`src/rtl/ksa_pkg.sv`:
```
// Shared types and helpers for the Kogge-Stone subtractor pipeline.
package ksa_pkg;

    // Record types are sized by this width; the top-level WIDTH must match it.
    localparam int KSA_WIDTH = 16;

    function automatic int ksa_levels(input int width);
        return $clog2(width);
    endfunction

    // Propagate/generate pair for one prefix stage.
    typedef struct packed {
        logic [KSA_WIDTH-1:0] p;
        logic [KSA_WIDTH-1:0] g;
    } pg_t;

    // One pipeline stage: group P/G so far, the untouched bitwise p for the
    // final sum, and the operand MSBs for the overflow flag.
    typedef struct packed {
        logic                 valid;
        logic [KSA_WIDTH-1:0] g;
        logic [KSA_WIDTH-1:0] p;
        logic [KSA_WIDTH-1:0] p_orig;
        logic                 a_msb;
        logic                 b_msb;
    } stage_t;

endpackage

```
`src/rtl/ksa_pg_cell.sv`:
```
// Kogge-Stone black cell: merges a higher group with the adjacent lower group.
module ksa_pg_cell (
    input  logic p_hi,
    input  logic g_hi,
    input  logic p_lo,
    input  logic g_lo,
    output logic p_out,
    output logic g_out
);

    assign g_out = g_hi | (p_hi & g_lo);
    assign p_out = p_hi & p_lo;

endmodule

```
`src/rtl/ksa_sub_pipe.sv`:
```
// Pipelined Kogge-Stone subtractor: diff = a - b, one prefix level per stage,
// with a single global stall shared by every stage.
module ksa_sub_pipe
    import ksa_pkg::*;
#(
    parameter int WIDTH  = KSA_WIDTH,
    parameter int LEVELS = ksa_levels(WIDTH)
) (
    input  logic             clk,
    input  logic             rst_n,
    input  logic             in_valid,
    output logic             in_ready,
    input  logic [WIDTH-1:0] a,
    input  logic [WIDTH-1:0] b,
    output logic             out_valid,
    input  logic             out_ready,
    output logic [WIDTH-1:0] diff,
    output logic             borrow,
    output logic             overflow
);

    stage_t                     st [0:LEVELS];
    pg_t                        pg0;
    logic [LEVELS:1][WIDTH-1:0] lvl_g;
    logic [LEVELS:1][WIDTH-1:0] lvl_p;
    logic [WIDTH-1:0]           carry;
    logic [WIDTH-1:0]           sum_d;
    logic                       borrow_d;
    logic                       overflow_d;
    logic                       advance;
    logic                       unused_last_p;

    // The whole pipe moves together whenever the output slot is free.
    assign advance  = ~out_valid | out_ready;
    assign in_ready = advance;

    // Bitwise PG of a + ~b; the +1 carry-in is folded into bit 0's generate.
    always_comb begin
        pg0.p    = a ^ ~b;
        pg0.g    = a & ~b;
        pg0.g[0] = pg0.g[0] | pg0.p[0];
    end

    // Prefix level k merges bit i with bit i - 2^(k-1); lower bits pass through.
    for (genvar k = 1; k <= LEVELS; k++) begin : g_lvl
        localparam int DIST = 1 << (k - 1);
        for (genvar i = 0; i < WIDTH; i++) begin : g_bit
            if (i >= DIST) begin : g_cell
                ksa_pg_cell u_cell (
                    .p_hi  (st[k-1].p[i]),
                    .g_hi  (st[k-1].g[i]),
                    .p_lo  (st[k-1].p[i-DIST]),
                    .g_lo  (st[k-1].g[i-DIST]),
                    .p_out (lvl_p[k][i]),
                    .g_out (lvl_g[k][i])
                );
            end else begin : g_pass
                assign lvl_p[k][i] = st[k-1].p[i];
                assign lvl_g[k][i] = st[k-1].g[i];
            end
        end
    end

    // Stage registers: PG stage plus one register per prefix level.
    always_ff @(posedge clk or negedge rst_n) begin
        if (!rst_n) begin
            for (int k = 0; k <= LEVELS; k++) begin
                st[k] <= '0;
            end
        end else if (advance) begin
            st[0].valid  <= in_valid & in_ready;
            st[0].g      <= pg0.g;
            st[0].p      <= pg0.p;
            st[0].p_orig <= pg0.p;
            st[0].a_msb  <= a[WIDTH-1];
            st[0].b_msb  <= b[WIDTH-1];
            for (int k = 1; k <= LEVELS; k++) begin
                st[k].valid  <= st[k-1].valid;
                st[k].g      <= lvl_g[k];
                st[k].p      <= lvl_p[k];
                st[k].p_orig <= st[k-1].p_orig;
                st[k].a_msb  <= st[k-1].a_msb;
                st[k].b_msb  <= st[k-1].b_msb;
            end
        end
    end

    // Group P of the last level has no consumer; only its G matters.
    assign unused_last_p = ^st[LEVELS].p;

    // Sum: carry into bit i is the group generate of bits below it.
    always_comb begin
        carry      = {st[LEVELS].g[WIDTH-2:0], 1'b1};
        sum_d      = st[LEVELS].p_orig ^ carry;
        borrow_d   = ~st[LEVELS].g[WIDTH-1];
        overflow_d = (st[LEVELS].a_msb ^ st[LEVELS].b_msb) &
                     (sum_d[WIDTH-1] ^ st[LEVELS].a_msb);
    end

    // Output register; holds while the consumer stalls.
    always_ff @(posedge clk or negedge rst_n) begin
        if (!rst_n) begin
            out_valid <= 1'b0;
            diff      <= '0;
            borrow    <= 1'b0;
            overflow  <= 1'b0;
        end else if (advance) begin
            out_valid <= st[LEVELS].valid;
            diff      <= sum_d;
            borrow    <= borrow_d;
            overflow  <= overflow_d;
        end
    end

endmodule

```
`config.mk`:
```
export PLATFORM = sky130hd
export DESIGN_NAME = ksa_sub_pipe
export DESIGN_NICKNAME = d
export VERILOG_FILES = /design/src/rtl/ksa_pkg.sv /design/src/rtl/ksa_pg_cell.sv /design/src/rtl/ksa_sub_pipe.sv
export SDC_FILE = /design/constraint.sdc
export NUM_CORES = 1
export LEC_CHECK = 0
export CORE_MARGIN = 10
export CORE_UTILIZATION = 60
export DETAILED_ROUTE_END_ITERATION = 8
export GPL_TIMING_DRIVEN = 0
export HOLD_SLACK_MARGIN = 0.1
export MAX_ROUTING_LAYER = met4
export PLACE_DENSITY_LB_ADDON = 0.15
export SETUP_SLACK_MARGIN = 0.15
export SYNTH_ARGS = -nofsm -noshare
export SYNTH_HDL_FRONTEND = slang
export SYNTH_HIERARCHICAL = 1
export SYNTH_SLANG_ARGS = --single-unit
```
`constraint.sdc`:
```
create_clock -name clk -period 1.8 [get_ports clk]
set_clock_uncertainty 0.15 [all_clocks]
set_input_delay 0.18 -clock clk [delete_from_list [all_inputs] [get_ports clk]]
set_output_delay 0.18 -clock clk [all_outputs]
set_load 0.05 [all_outputs]
```
==> reports/metrics.csv, run 1 <==
stage;metric;value;unit
outcome;status;completed;
critical_path;cp_num_buf_inv;4;
timing;setup_viol;0;
critical_path;cpMaxStageDelayCell;dfrtp_2;
timing;fin_crit_sh;97.65;%
drt;antenna_left;0;
global_routing;grt_pass1_vias;5708;
pwr;p_total;21790;uW
drt;vias;5172;
timing;clock.fmax;0.5689;GHz
critical_path;end_kind;register;
clock_tree;cts_inserted_buffers;24;
timing;rsz0062_at_grt;yes;
timing;tightestPinTransition;626.5;ps
drt;drc;0;
critical_path;crit_family;buffers and inverters;
critical_path;crit_type;reg -> reg;
hold_path;worstHoldPathType;in -> async;
timing;finalMaxSlewViolations;0;
clock_tree;cts_root_buffer;clkbuf_16;
yosys;synth_nets;689;
timing;whs;97.39;ps
place;dp_hpwl;13480;microns
place;gp_congestion;0.8324;
floorplanning;rows;47;
cells_and_area;fin_nets;780;
timing;fin_setup_tns;0;ps
yosys;syn_avg_cell_area;15.90;sq um
yosys;yosys_warnings;6;
yosys;syn_area;0.01013;sq mm
cells_and_area;drive_above_1_share;45.01;%
critical_path;start_kind;register;
clock_tree;clkTransAtPathRegs;60;ps
global_routing;antenna_found_initial;0;
flow_run;max_cap_violations;0;
drt;routedWlPerCell;20.31;microns
pwr;p_leak;0.006069;uW
clock_tree;tritoncts;done;
floorplanning;die_w;149.9;microns
drt;drtIter0Drc;224;
yosys;synthCells;637;
clock_tree;htree_levels;1;
floorplanning;num_io_pins;56;
clock_tree;cts_max_path_buffers;3;
pwr;max-vdd-ir-drop;1.137;mV
floorplanning;start_util;61.06;%
critical_path;worstPathCellList;nand2b_1 -> buf_6 -> buf_4 -> buf_12 -> buf_8 -> mux2_4;
place;portBuffers;55;
critical_path;cp.required;2030;ps
timing;fin_crit;1758;ps
drt;drt_pass1_iterations;4;
critical_path;crit_arrival;1980;ps
clock_tree;clock_latency;500;ps
global_routing;grt_overflow;0;
pwr;power_density;1809;mW/mm^2
cells_and_area;finish.utilization;72.62;%
floorplanning;core_region_area;0.01658;sq mm
clock_tree;cts.sinks;228;
timing;hold_viol_final;0;
cells_and_area;antenna_cells;0;
drt;routed_wl;19530;microns
cells_and_area;n_fill_cell;1095;
critical_path;path_max_fanout;11;
global_routing;grt_max_degree;130;
floorplanning;die_h;149.9;microns
critical_path;max_stage_delay;390;ps
cells_and_area;syn_to_final_growth;18.93;%
drt;avgViaCountPerCell;5.376;
timing;slew_headroom;58.23;%
global_routing;grt_first_pass_wirelength;31260;microns
floorplanning;die-area;0.02247;sq mm
global_routing;track_usage;17.93;%
==> cells in the final DEF, fill, tap and decap left out <==
master / count
dfrtp_1: 227
mux2_4: 159
mux2_2: 49
a21o_1: 49
and2_2: 34
clkdlybuf4s50_1: 34
clkbuf_16: 28
nor2_1: 19
a21oi_1: 18
clkdlybuf4s15_2: 18
inv_1: 16
ha_1: 16
xnor2_1: 15
buf_12: 14
clkbuf_1: 8
buf_8: 7
buf_6: 6
buf_4: 6
clkbuf_8: 4
clkbuf_4: 3
clkinv_2: 3
nand2b_1: 2
or3b_2: 1
nand3b_1: 1
a31oi_1: 1
dlygate4sd3_1: 1
buf_16: 1
dfrtp_2: 1
dlygate4sd2_1: 1
==> worst paths after layout <==
| path | startpoint | end | slack, ps | depth (start not counted) |
|---|---|---|---|---|
| min in group clk | in_valid | st[254] | 140 | 2 |
| hold / removal | rst_n | st[14] | 100 | 2 |
| max in group asynchronous | rst_n | out_valid | 400 | 3 |
| setup reg to reg | out_valid | st[111] | 40 | 6 |
| hold reg to reg | st[49] | borrow | 290 | 1 |
| setup / recovery | out_valid | st[111] | 40 | 6 |
==> flip-flops by register name (all words and copies together), names as in the netlist <==
register and count:
diff 16, lvl_g 15, overflow 1, st 176, borrow 1, lvl_p 3, carry 15, out_valid 1
==> routing by layer <==
layer	vias up	global-route usage [%]	wire (microns)
li1	2403	-	-
met1	2661	22.65	8677
met2	81	30.14	9740
met3	27	2.597	719
met4	0	3.984	395
met5	-	-	0
==> layout make-up <==
type / instances / area, sq um / share of cell area (%)
Clock inverter: 3 / 15.01 / 0.1247
Clock buffer: 37 / 710.7 / 5.901
Tap cell: 220 / 275.3 / 2.286
Sequential cell: 228 / 5707 / 47.39
Inverter: 16 / 60.06 / 0.4987
Multi-Input combinational cell: 364 / 4090 / 33.96
Timing Repair Buffer: 65 / 737.0 / 6.119
Buffer: 29 / 447.9 / 3.719
==> power breakdown <==
group	internal [uW]	leakage, uW	switching [uW]
Clock	2690	0.000358	1860
Combinational	4940	0.00296	3030
Sequential	7400	0.00275	1870
Total	15000	0.00607	6760
==> timing repair <==
| action | 4_1_cts | 5_1_grt |
|---|---|---|
| endpoints found under the hold margin | 99 | 0 |
| setup buffers | 3 | 2 |
| cloned | 0 | 3 |
| setup endpoints to repair | 30 | 346 |
| gates resized for setup | 70 | 42 |
| hold buffers | 1 | 0 |
==> stage by stage <==
step / setup slack, ps / std cells / area, sq um
final: 42.25 / 962 / 12040
after global routing: -37.15 / 962 / 12040
after CTS: 17.22 / 957 / 11800
after detailed placement: -771.9 / 913 / 10990
after global placement: -9528 / 912 / 10960
after floorplan: 176.4 / 637 / 10130
(Power assumes the default switching activity.)
==> run 2: changes to the inputs <==
SLEW_MARGIN = 20   (was default)
==> reports/metrics.csv, run 2 (synthesis gave the netlist of run 1 again) <==
stage;metric;value;unit
drt;routedWlPerCell;20.31;microns
timing;fin_setup_tns;0;ps
pwr;netSwitchingPower;6766;uW
timing;hold_viol_final;0;
timing;slew_headroom;65.73;%
cells_and_area;top_regs;st (176), diff (16);
clock_tree;ctsHoldBuffers;1;
critical_path;start_kind;register;
global_routing;grt_first_pass_wirelength;31260;microns
global_routing;grt_pass1_vias;5659;
global_routing;track_usage;17.95;%
critical_path;cp.required;1470;ps
timing;fin_crit_sh;97.64;%
pwr;p_int;15220;uW
floorplanning;die-area;0.02247;sq mm
floorplanning;start_util;61.06;%
drt;avgViaCountPerCell;5.373;
clock_tree;clock_latency;500;ps
pwr;netSwitchingFraction;30.78;%
timing;tightestPinTransition;514.0;ps
clock_tree;htree_levels;1;
place;placed_cells;914;
drt;drt_pass1_iterations;4;
timing;finalMaxSlewViolations;0;
place;gp_congestion;0.8324;
place;portBuffers;55;
timing;clock.fmax;0.5690;GHz
clock_tree;cts_inserted_buffers;24;
global_routing;grt_max_degree;98;
global_routing;grt_overflow;0;
cells_and_area;drive_above_1_share;44.88;%
floorplanning;die_w;149.9;microns
pwr;comb_power_share;36.0;%
critical_path;crit_type;reg -> out;
clock_tree;cts_root_buffer;clkbuf_16;
pwr;max-vdd-ir-drop;1.024;mV
cells_and_area;syn_to_final_growth;19.19;%
cells_and_area;fin_cells;962;
floorplanning;die_h;149.9;microns
pwr;pwr-share-seq;42.1;%
floorplanning;core_region_area;0.01658;sq mm
floorplanning;rows;47;
outcome;status;completed;
global_routing;antenna_found_initial;0;
critical_path;end_kind;output port;
clock_tree;cts_max_path_buffers;3;
pwr;power_density;1821;mW/mm^2
hold_path;worstHoldPathType;in -> async;
drt;drc;0;
clock_tree;tritoncts;done;
drt;routed_wl;19540;microns
timing;fin_crit;1758;ps
critical_path;path_max_fanout;3;
cells_and_area;final_common_cell;dfrtp_1;
floorplanning;num_io_pins;56;
clock_tree;cts.sinks;228;
pwr;clkPwrFrac;21.9;%
cells_and_area;largest_reg_flops;176;
place;dp_hpwl;13540;microns
pwr;p_leak;0.006077;uW
critical_path;crit_arrival;1430;ps
cells_and_area;fin_nets;779;
cells_and_area;top_register;st;
cells_and_area;antenna_cells;0;
timing;setup_viol;0;
timing;rsz0062_at_grt;yes;
drt;vias;5169;
flow_run;max_cap_violations;0;
cells_and_area;layout_common_cells;227 x dfrtp_1, 159 x mux2_4, 49 x mux2_2, 49 x a21o_1;
cells_and_area;n_fill_cell;1087;
drt;antenna_left;0;
clock_tree;clkTransAtPathRegs;60;ps
drt;drtIter0Drc;231;
run 2: metrics by stage:
stage          instance area [sq um]  hold WS [ps]  total power (uW)  utilization (%)  worst slack, ps
4_1_cts                        11870         15.89             21850            71.60            14.88
3_3_place_gp                   10960         284.3             16600            66.06            -9528
5_1_grt                        12070         39.52             23080            72.78           -34.83
6_report                       12070         8.024             21980            72.78            42.50
3_5_place_dp                   11020        -61.30             16930            66.43           -770.2
2_1_floorplan                  10130        -265.6             14800                -            176.4
run 2: cell type report:
| cell class | count | area (sq um) | share of cell area (%) |
|---|---|---|---|
| Sequential cell | 228 | 5707 | 47.28 |
| Clock inverter | 1 | 30.03 | 0.2488 |
| Timing Repair Buffer | 64 | 744.5 | 6.168 |
| Buffer | 29 | 420.4 | 3.483 |
| Clock buffer | 40 | 742.0 | 6.148 |
| Inverter | 16 | 60.06 | 0.4976 |
| Tap cell | 220 | 275.3 | 2.281 |
| Multi-Input combinational cell | 364 | 4090 | 33.89 |
run 2: path summary, 6_finish.rpt:
path	to	from	cells past startpoint	slack, ps
worst min-delay path	st[12]	rst_n	2	8
min in group clk	st[254]	in_valid	2	140
worst min register to register	borrow	st[49]	1	290
max in group asynchronous	st[77]	rst_n	3	700
worst max-delay path	in_ready	out_valid	5	40
worst max register to register	st[164]	out_valid	6	40
run 2: worst max-delay path, cell delays in order (launching register included):
cell and delay, ps:
dfrtp_2 390, nand2b_1 80, buf_6 120, buf_12 110, buf_8 90, buf_8 130
run 2: power by group through the flow:
stage,Clock [uW],Sequential (uW),Combinational [uW]
floorplan,0,9310,5480
global placement,0,9230,7360
detailed placement,0,9330,7600
CTS,4900,9270,7680
global route,5130,9550,8400
finish,4820,9260,7900
run 2: repair_timing:
item                       CTS  global route
resized for setup           71            34
buffers inserted             3             0
pin swaps                    0             0
hold endpoints to repair   228            39
setup endpoints to repair   30           200
cloned                       0             3
run 2: layer usage:
metal	global-route usage (%)	part of all wire (%)	wire (microns)
met5	-	0	0
met1	23.19	44	8691
met4	4.227	2.1	420
met3	2.929	3.5	688
met2	29.23	50	9736
